===== src/rtl/regfile_sb_if.sv =====
//------------------------------------------------------------------------------
// Module : regfile_sb_if
// Desc   : Read, write and issue bundle for the scoreboarded register file.
// Rev    : 1.0  initial release
//------------------------------------------------------------------------------
`default_nettype none

interface regfile_sb_if #(
    parameter int XLEN = 32,
    parameter int NREG = 32
);
    localparam int AW = $clog2(NREG);

    logic [AW-1:0]   rd1_addr;
    logic [AW-1:0]   rd2_addr;
    logic [XLEN-1:0] rd1_data;
    logic [XLEN-1:0] rd2_data;
    logic            rd1_busy;
    logic            rd2_busy;
    logic            wr1_en;
    logic [AW-1:0]   wr1_addr;
    logic [XLEN-1:0] wr1_data;
    logic            wr2_en;
    logic [AW-1:0]   wr2_addr;
    logic [XLEN-1:0] wr2_data;
    logic            iss_en;
    logic [AW-1:0]   iss_addr;
    logic            busy_any;

    modport master (
        output rd1_addr, rd2_addr,
        output wr1_en, wr1_addr, wr1_data,
        output wr2_en, wr2_addr, wr2_data,
        output iss_en, iss_addr,
        input  rd1_data, rd2_data, rd1_busy, rd2_busy, busy_any
    );

    modport slave (
        input  rd1_addr, rd2_addr,
        input  wr1_en, wr1_addr, wr1_data,
        input  wr2_en, wr2_addr, wr2_data,
        input  iss_en, iss_addr,
        output rd1_data, rd2_data, rd1_busy, rd2_busy, busy_any
    );
endinterface

`default_nettype wire


===== src/rtl/regfile_sb.sv =====
//------------------------------------------------------------------------------
// Module : regfile_sb
// Desc   : 2R/2W integer register file with optional write bypass and busy-bit
//          scoreboard for in-flight producers.
// Rev    : 1.0  initial release
//------------------------------------------------------------------------------
`default_nettype none

module regfile_sb #(
    parameter int XLEN     = 32,
    parameter int NREG     = 32,
    parameter int BYPASS   = 1,
    parameter int ZERO_REG = 1
) (
    input  wire logic   clk,
    input  wire logic   rst_n,
    regfile_sb_if.slave rf
);
    localparam int AW = $clog2(NREG);

    logic [XLEN-1:0] w_regs [NREG];
    logic [NREG-1:0] w_busy;

    //--------------------------------------------------------------------------
    // Per-register storage and busy bit
    //--------------------------------------------------------------------------
    generate
        for (genvar i = 0; i < NREG; i++) begin : g_reg
            if ((ZERO_REG != 0) && (i == 0)) begin : g_zero
                assign w_regs[i] = '0;
                assign w_busy[i] = 1'b0;
            end else begin : g_store
                logic [XLEN-1:0] r_q;
                logic            r_busy;
                logic            w_hit1;
                logic            w_hit2;
                logic            w_set;

                assign w_hit1 = rf.wr1_en && (rf.wr1_addr == AW'(i));
                assign w_hit2 = rf.wr2_en && (rf.wr2_addr == AW'(i));
                assign w_set  = rf.iss_en && (rf.iss_addr == AW'(i));

                always_ff @(posedge clk) begin
                    if (!rst_n) begin
                        r_q    <= '0;
                        r_busy <= 1'b0;
                    end else begin
                        // Late writeback port has priority on an address clash
                        if (w_hit2) begin
                            r_q <= rf.wr2_data;
                        end else if (w_hit1) begin
                            r_q <= rf.wr1_data;
                        end
                        // A fresh issue outranks a retiring producer
                        if (w_set) begin
                            r_busy <= 1'b1;
                        end else if (w_hit1 || w_hit2) begin
                            r_busy <= 1'b0;
                        end
                    end
                end

                assign w_regs[i] = r_q;
                assign w_busy[i] = r_busy;
            end
        end
    endgenerate

    //--------------------------------------------------------------------------
    // Read ports
    //--------------------------------------------------------------------------
    function automatic logic [XLEN-1:0] f_read(
        input logic [AW-1:0]   addr,
        input logic [XLEN-1:0] stored,
        input logic            we1,
        input logic [AW-1:0]   wa1,
        input logic [XLEN-1:0] wd1,
        input logic            we2,
        input logic [AW-1:0]   wa2,
        input logic [XLEN-1:0] wd2
    );
        logic [XLEN-1:0] v;
        v = stored;
        if (BYPASS != 0) begin
            if (we1 && (wa1 == addr)) v = wd1;
            if (we2 && (wa2 == addr)) v = wd2;
        end
        // Hard-wired zero must also mask forwarded data
        if ((ZERO_REG != 0) && (addr == '0)) v = '0;
        return v;
    endfunction

    logic [XLEN-1:0] w_rd1_data;
    logic [XLEN-1:0] w_rd2_data;

    always_comb begin
        w_rd1_data = f_read(rf.rd1_addr, w_regs[rf.rd1_addr],
                            rf.wr1_en, rf.wr1_addr, rf.wr1_data,
                            rf.wr2_en, rf.wr2_addr, rf.wr2_data);
        w_rd2_data = f_read(rf.rd2_addr, w_regs[rf.rd2_addr],
                            rf.wr1_en, rf.wr1_addr, rf.wr1_data,
                            rf.wr2_en, rf.wr2_addr, rf.wr2_data);
    end

    assign rf.rd1_data = w_rd1_data;
    assign rf.rd2_data = w_rd2_data;
    assign rf.rd1_busy = w_busy[rf.rd1_addr];
    assign rf.rd2_busy = w_busy[rf.rd2_addr];
    assign rf.busy_any = |w_busy;

endmodule

`default_nettype wire


===== src/flat_wrapper.sv =====
// flat-port wrapper written by rule: the top's interface ports become plain ports
module regfile_sb_flat 
#(
    parameter int XLEN     = 32,
    parameter int NREG     = 32,
    parameter int BYPASS   = 1,
    parameter int ZERO_REG = 1
)
  (clk, rst_n, rf_rd1_addr, rf_rd2_addr, rf_wr1_en, rf_wr1_addr, rf_wr1_data, rf_wr2_en, rf_wr2_addr, rf_wr2_data, rf_iss_en, rf_iss_addr, rf_rd1_data, rf_rd2_data, rf_rd1_busy, rf_rd2_busy, rf_busy_any);
  regfile_sb_if #(.XLEN(XLEN), .NREG(NREG)) rf_i ();
  input  wire logic clk;
  input  wire logic rst_n;
  input wire logic [$bits(rf_i.rd1_addr)-1:0] rf_rd1_addr;
  input wire logic [$bits(rf_i.rd2_addr)-1:0] rf_rd2_addr;
  input wire logic [$bits(rf_i.wr1_en)-1:0] rf_wr1_en;
  input wire logic [$bits(rf_i.wr1_addr)-1:0] rf_wr1_addr;
  input wire logic [$bits(rf_i.wr1_data)-1:0] rf_wr1_data;
  input wire logic [$bits(rf_i.wr2_en)-1:0] rf_wr2_en;
  input wire logic [$bits(rf_i.wr2_addr)-1:0] rf_wr2_addr;
  input wire logic [$bits(rf_i.wr2_data)-1:0] rf_wr2_data;
  input wire logic [$bits(rf_i.iss_en)-1:0] rf_iss_en;
  input wire logic [$bits(rf_i.iss_addr)-1:0] rf_iss_addr;
  output wire logic [$bits(rf_i.rd1_data)-1:0] rf_rd1_data;
  output wire logic [$bits(rf_i.rd2_data)-1:0] rf_rd2_data;
  output wire logic [$bits(rf_i.rd1_busy)-1:0] rf_rd1_busy;
  output wire logic [$bits(rf_i.rd2_busy)-1:0] rf_rd2_busy;
  output wire logic [$bits(rf_i.busy_any)-1:0] rf_busy_any;
  assign rf_i.rd1_addr = rf_rd1_addr;
  assign rf_i.rd2_addr = rf_rd2_addr;
  assign rf_i.wr1_en = rf_wr1_en;
  assign rf_i.wr1_addr = rf_wr1_addr;
  assign rf_i.wr1_data = rf_wr1_data;
  assign rf_i.wr2_en = rf_wr2_en;
  assign rf_i.wr2_addr = rf_wr2_addr;
  assign rf_i.wr2_data = rf_wr2_data;
  assign rf_i.iss_en = rf_iss_en;
  assign rf_i.iss_addr = rf_iss_addr;
  assign rf_rd1_data = rf_i.rd1_data;
  assign rf_rd2_data = rf_i.rd2_data;
  assign rf_rd1_busy = rf_i.rd1_busy;
  assign rf_rd2_busy = rf_i.rd2_busy;
  assign rf_busy_any = rf_i.busy_any;
  regfile_sb #(.XLEN(XLEN), .NREG(NREG), .BYPASS(BYPASS), .ZERO_REG(ZERO_REG)) u_core (.clk(clk), .rst_n(rst_n), .rf(rf_i));
endmodule

===== config.mk =====
export PLATFORM = sky130hd
export DESIGN_NAME = regfile_sb_flat
export DESIGN_NICKNAME = d
export VERILOG_FILES = /design/src/rtl/regfile_sb_if.sv /design/src/rtl/regfile_sb.sv /design/src/flat_wrapper.sv
export SDC_FILE = /design/constraint.sdc
export NUM_CORES = 2
export LEC_CHECK = 0
export BUFFER_PORTS_ARGS = -buffer_cell sky130_fd_sc_hd__clkbuf_2
export CAP_MARGIN = 20
export CORE_UTILIZATION = 35
export CTS_CLUSTER_DIAMETER = 150
export DETAILED_ROUTE_END_ITERATION = 16
export SETUP_SLACK_MARGIN = 0.15
export SYNTH_ARGS = -nofsm -noshare
export SYNTH_HDL_FRONTEND = slang
export SYNTH_SLANG_ARGS = --single-unit

===== constraint.sdc =====
create_clock -name clk -period 3.3 [get_ports clk]
set_input_delay 0.66 -clock clk [delete_from_list [all_inputs] [get_ports clk]]
set_output_delay 0.66 -clock clk [all_outputs]
set_load 0.05 [all_outputs]

==> flow_summary.yaml <==
drt:
  ant_nets: 0
  viasPerCell: 6.80
  routed_wl_mm: 330
  dr_total_vias: 65800
  drt_iter0_drc: 10500
  first_pass_iters: 9
  drcViolationCount: 0
  avgRoutedWirePerCell_um: 34.1
cells_and_area:
  syn_to_final_growth_pct: 29.4
  multi_input_comb_area_um2: 44700
  final_area_um2: 85200
  fin_nets: 7198
  fill_cells: 16900
  drive_gt1_share_pct: 31.5
  seq_area_um2: 20500
die:
  core_um2: 186000
  die_y_um: 436
  ioPinCount: 161
  dieArea_um2: 190000
  fp.dieW_um: 436
  core.rowCount: 158
  start_util_pct: 35.4
clock_tree:
  insertion_delay_ps: 760
  cts.sinks: 1023
  cts_tree: "yes"
  cts_buffers: 114
  clk_pin_slew_ps: 60
  clk_path_buf_depth: 3
  root_buffer: "clkbuf_16"
  htreeDepth: 3
grt:
  grt_pass1_wl_mm: 458
  grt_max_degree: 136
  grt_antenna_before_repair: 9
  gr-total-overflow: 0
  first_global_vias: 61600
  grt.total_usage_pct: 32.9
synth:
  async_flop_share_pct: 0
  synth_edf_count: 0
  synth_top_flop_cell: "dfxtp_1"
  syn-cell-area_um2: 65800
  yosysSeqAreaShare_pct: 31.1
  avgSynthCellArea_um2: 9.46
  syn_nets: 7054
  synth_cell_types: 54
  synth_cells: 6960
  yosysWarnings: 0
  ys_ff_latch: 1023
setup_path:
  cp_max_fo: 6
  reg2reg_slack_ps: 2360
  path_class: "input pin to primary output"
  worst_setup_path_start_kind: "input pin"
  cp.arrival_ps: 2950
  worstPathRequired_ps: 2640
  end_kind: "primary output"
status:
  violations: "negative setup slack"
  status: "complete, but fails checks"
placement:
  routabilityCongestion: 0.981
  hpwl_mm: 197
  placed_cell_area_um2: 74800
  io_buffers: 160
sta:
  timing.hold.ws_ps: 335
  finalCriticalPeriod_ps: 3610
  drv_slew: 0
  finalSetupTns_ps: -9230
  hold_viol_final: 0
  period_share_pct: 109
  rsz0062_at_grt: "yes"
  slew_headroom_pct: 34.2
  finalSetupViolations: 65
  setup_slack_ps: -309
  worst_pin_slew_ps: 986
  fin_skew_ps: 0
  fmax_ghz: 0.277
job:
  cap_viol_max_count: 0
power_and_ir_drop:
  power_density_nw_per_um2: 387
  p_leak_nw: 43.1
  vdd_drop_max_v: 0.000417
worst_hold_path:
  hold_class: "input pin to flip-flop"
==> synth_stat cells, drive strengths merged, types with 2 or more instances <==
cell type,number,share of area (%)
or2,4,0.038
a221oi,66,0.88
o22ai,85,0.81
xnor2,4,0.053
nand2b,16,0.17
mux2,134,2.3
dfxtp,1023,31
nand3b,5,0.057
o21ai,42,0.32
nor2,49,0.30
xor2,16,0.21
a211oi,10,0.11
o31ai,2,0.023
o211a,992,15
nor4,13,0.15
mux2i,719,11
or3,2,0.019
nand2,1159,6.6
and3,5,0.048
a41o,30,0.46
o211ai,17,0.19
buf,320,2.4
nor3b,14,0.16
a31oi,3,0.029
a32oi,16,0.21
a21oi,37,0.28
inv,4,0.023
a22o,5,0.067
mux4,401,14
o221ai,40,0.53
o2bb2ai,3,0.040
nand4,8,0.076
o22a,2,0.027
and2,22,0.21
nor3,90,0.71
nand3,694,5.3
nor2b,73,0.69
a22oi,109,1.2
a2111oi,31,0.41
clkbuf,689,3.9
==> worst max-delay path, stage by stage <==
cell      delay, ps
buf_16          140
buf_12          160
buf_12          140
nor2b_4         230
buf_12          200
buf_6           120
a221oi_2         50
nor3_1          140
a221oi_1         70
buf_4           170
a211oi_4        550
buf_12          170
buf_12          120
==> path summary, 6_finish.rpt <==
check | start | to | cells past startpoint
hold / removal | rst_n | u_core.g_reg[21].g_store.r_q[24] | 2
hold reg to reg | u_core.g_reg[6].g_store.r_q[17] | u_core.g_reg[6].g_store.r_q[17] | 3
setup reg to reg | u_core.g_reg[14].g_store.r_q[31] | u_core.g_reg[14].g_store.r_q[31] | 4
setup / recovery | rf_rd1_addr[0] | rf_rd1_data[20] | 13
==> registers in the layout (all words and copies together) (netlist names) <==
register,count
u_core.g.g_store.r_busy,31
u_core.g.g_store.r_q,992
==> placed cells by master, fill, tap and decap left out, types with 48 or more instances in the layout <==
master,n
nand2_1,1107
o211a_1,992
a22oi_1,68
buf_4,488
buf_6,86
dfxtp_1,990
mux2i_1,708
mux2_2,125
nand3_1,691
clkbuf_2,82
buf_12,265
buf_8,52
mux4_2,401
o22ai_1,48
clkbuf_16,125
==> per-layer routing <==
metal / up-vias / wire, um / track usage [%]
met5: - / 213 / 0
met4: 14 / 32800 / 28.5
met3: 1510 / 42800 / 9.31
met2: 5268 / 139000 / 48.1
met1: 32500 / 115000 / 39.5
li1: 26500 / - / -
==> metrics by stage <==
step | power [mW] | setup WS [ps] | utilization [%] | instances
finish | 33.0 | -309 | 45.7 | 9683
global route | 33.6 | -247 | 45.7 | 9681
CTS | 32.5 | -252 | 44.6 | 9606
detailed placement | 18.2 | -684 | 40.1 | 9242
global placement | 18.1 | -705 | 40.1 | 9242
floorplan | 15.9 | 77.6 | - | 6960
==> final cells by class <==
cell class / count / area share [%]
antenna: 5 / 0.0147
clock buffer: 160 / 3.89
clock inverter: 50 / 0.806
inverter: 4 / 0.0176
multi-input combinational: 4924 / 52.5
sequential: 1023 / 24.1
tap: 2480 / 3.64
timing repair buffer: 1037 / 15.0
==> kinds of logic (layout without fill, tap and decap cells) <==
logic type | after synthesis | count (layout) | share of synthesized area [%]
buf+inv | 1013 | 1251 | 6.38
mux | 1254 | 1254 | 26.9
simple gates | 2159 | 2159 | 14.6
xor+xnor | 20 | 20 | 0.266
compound gates | 1491 | 1491 | 20.7
flops | 1023 | 1023 | 31.1
other cells | 0 | 5 | 0
==> where the power goes <==
group,switching [mW],internal (mW),leakage (nW)
Sequential,0.201,12.6,8.28
Clock,5.95,8.02,1.96
Combinational,3.67,2.55,32.8
==> repair_timing <==
item | in CTS | in global routing
setup buffers | 129 | 62
pin swaps | 124 | 109
gates resized for setup | 533 | 271
hold endpoints to repair | 0 | 0
hold buffers | 0 | 0
endpoints found under the setup margin | 66 | 66
cloned | 25 | 10
Power figures use the tool's default switching activity.
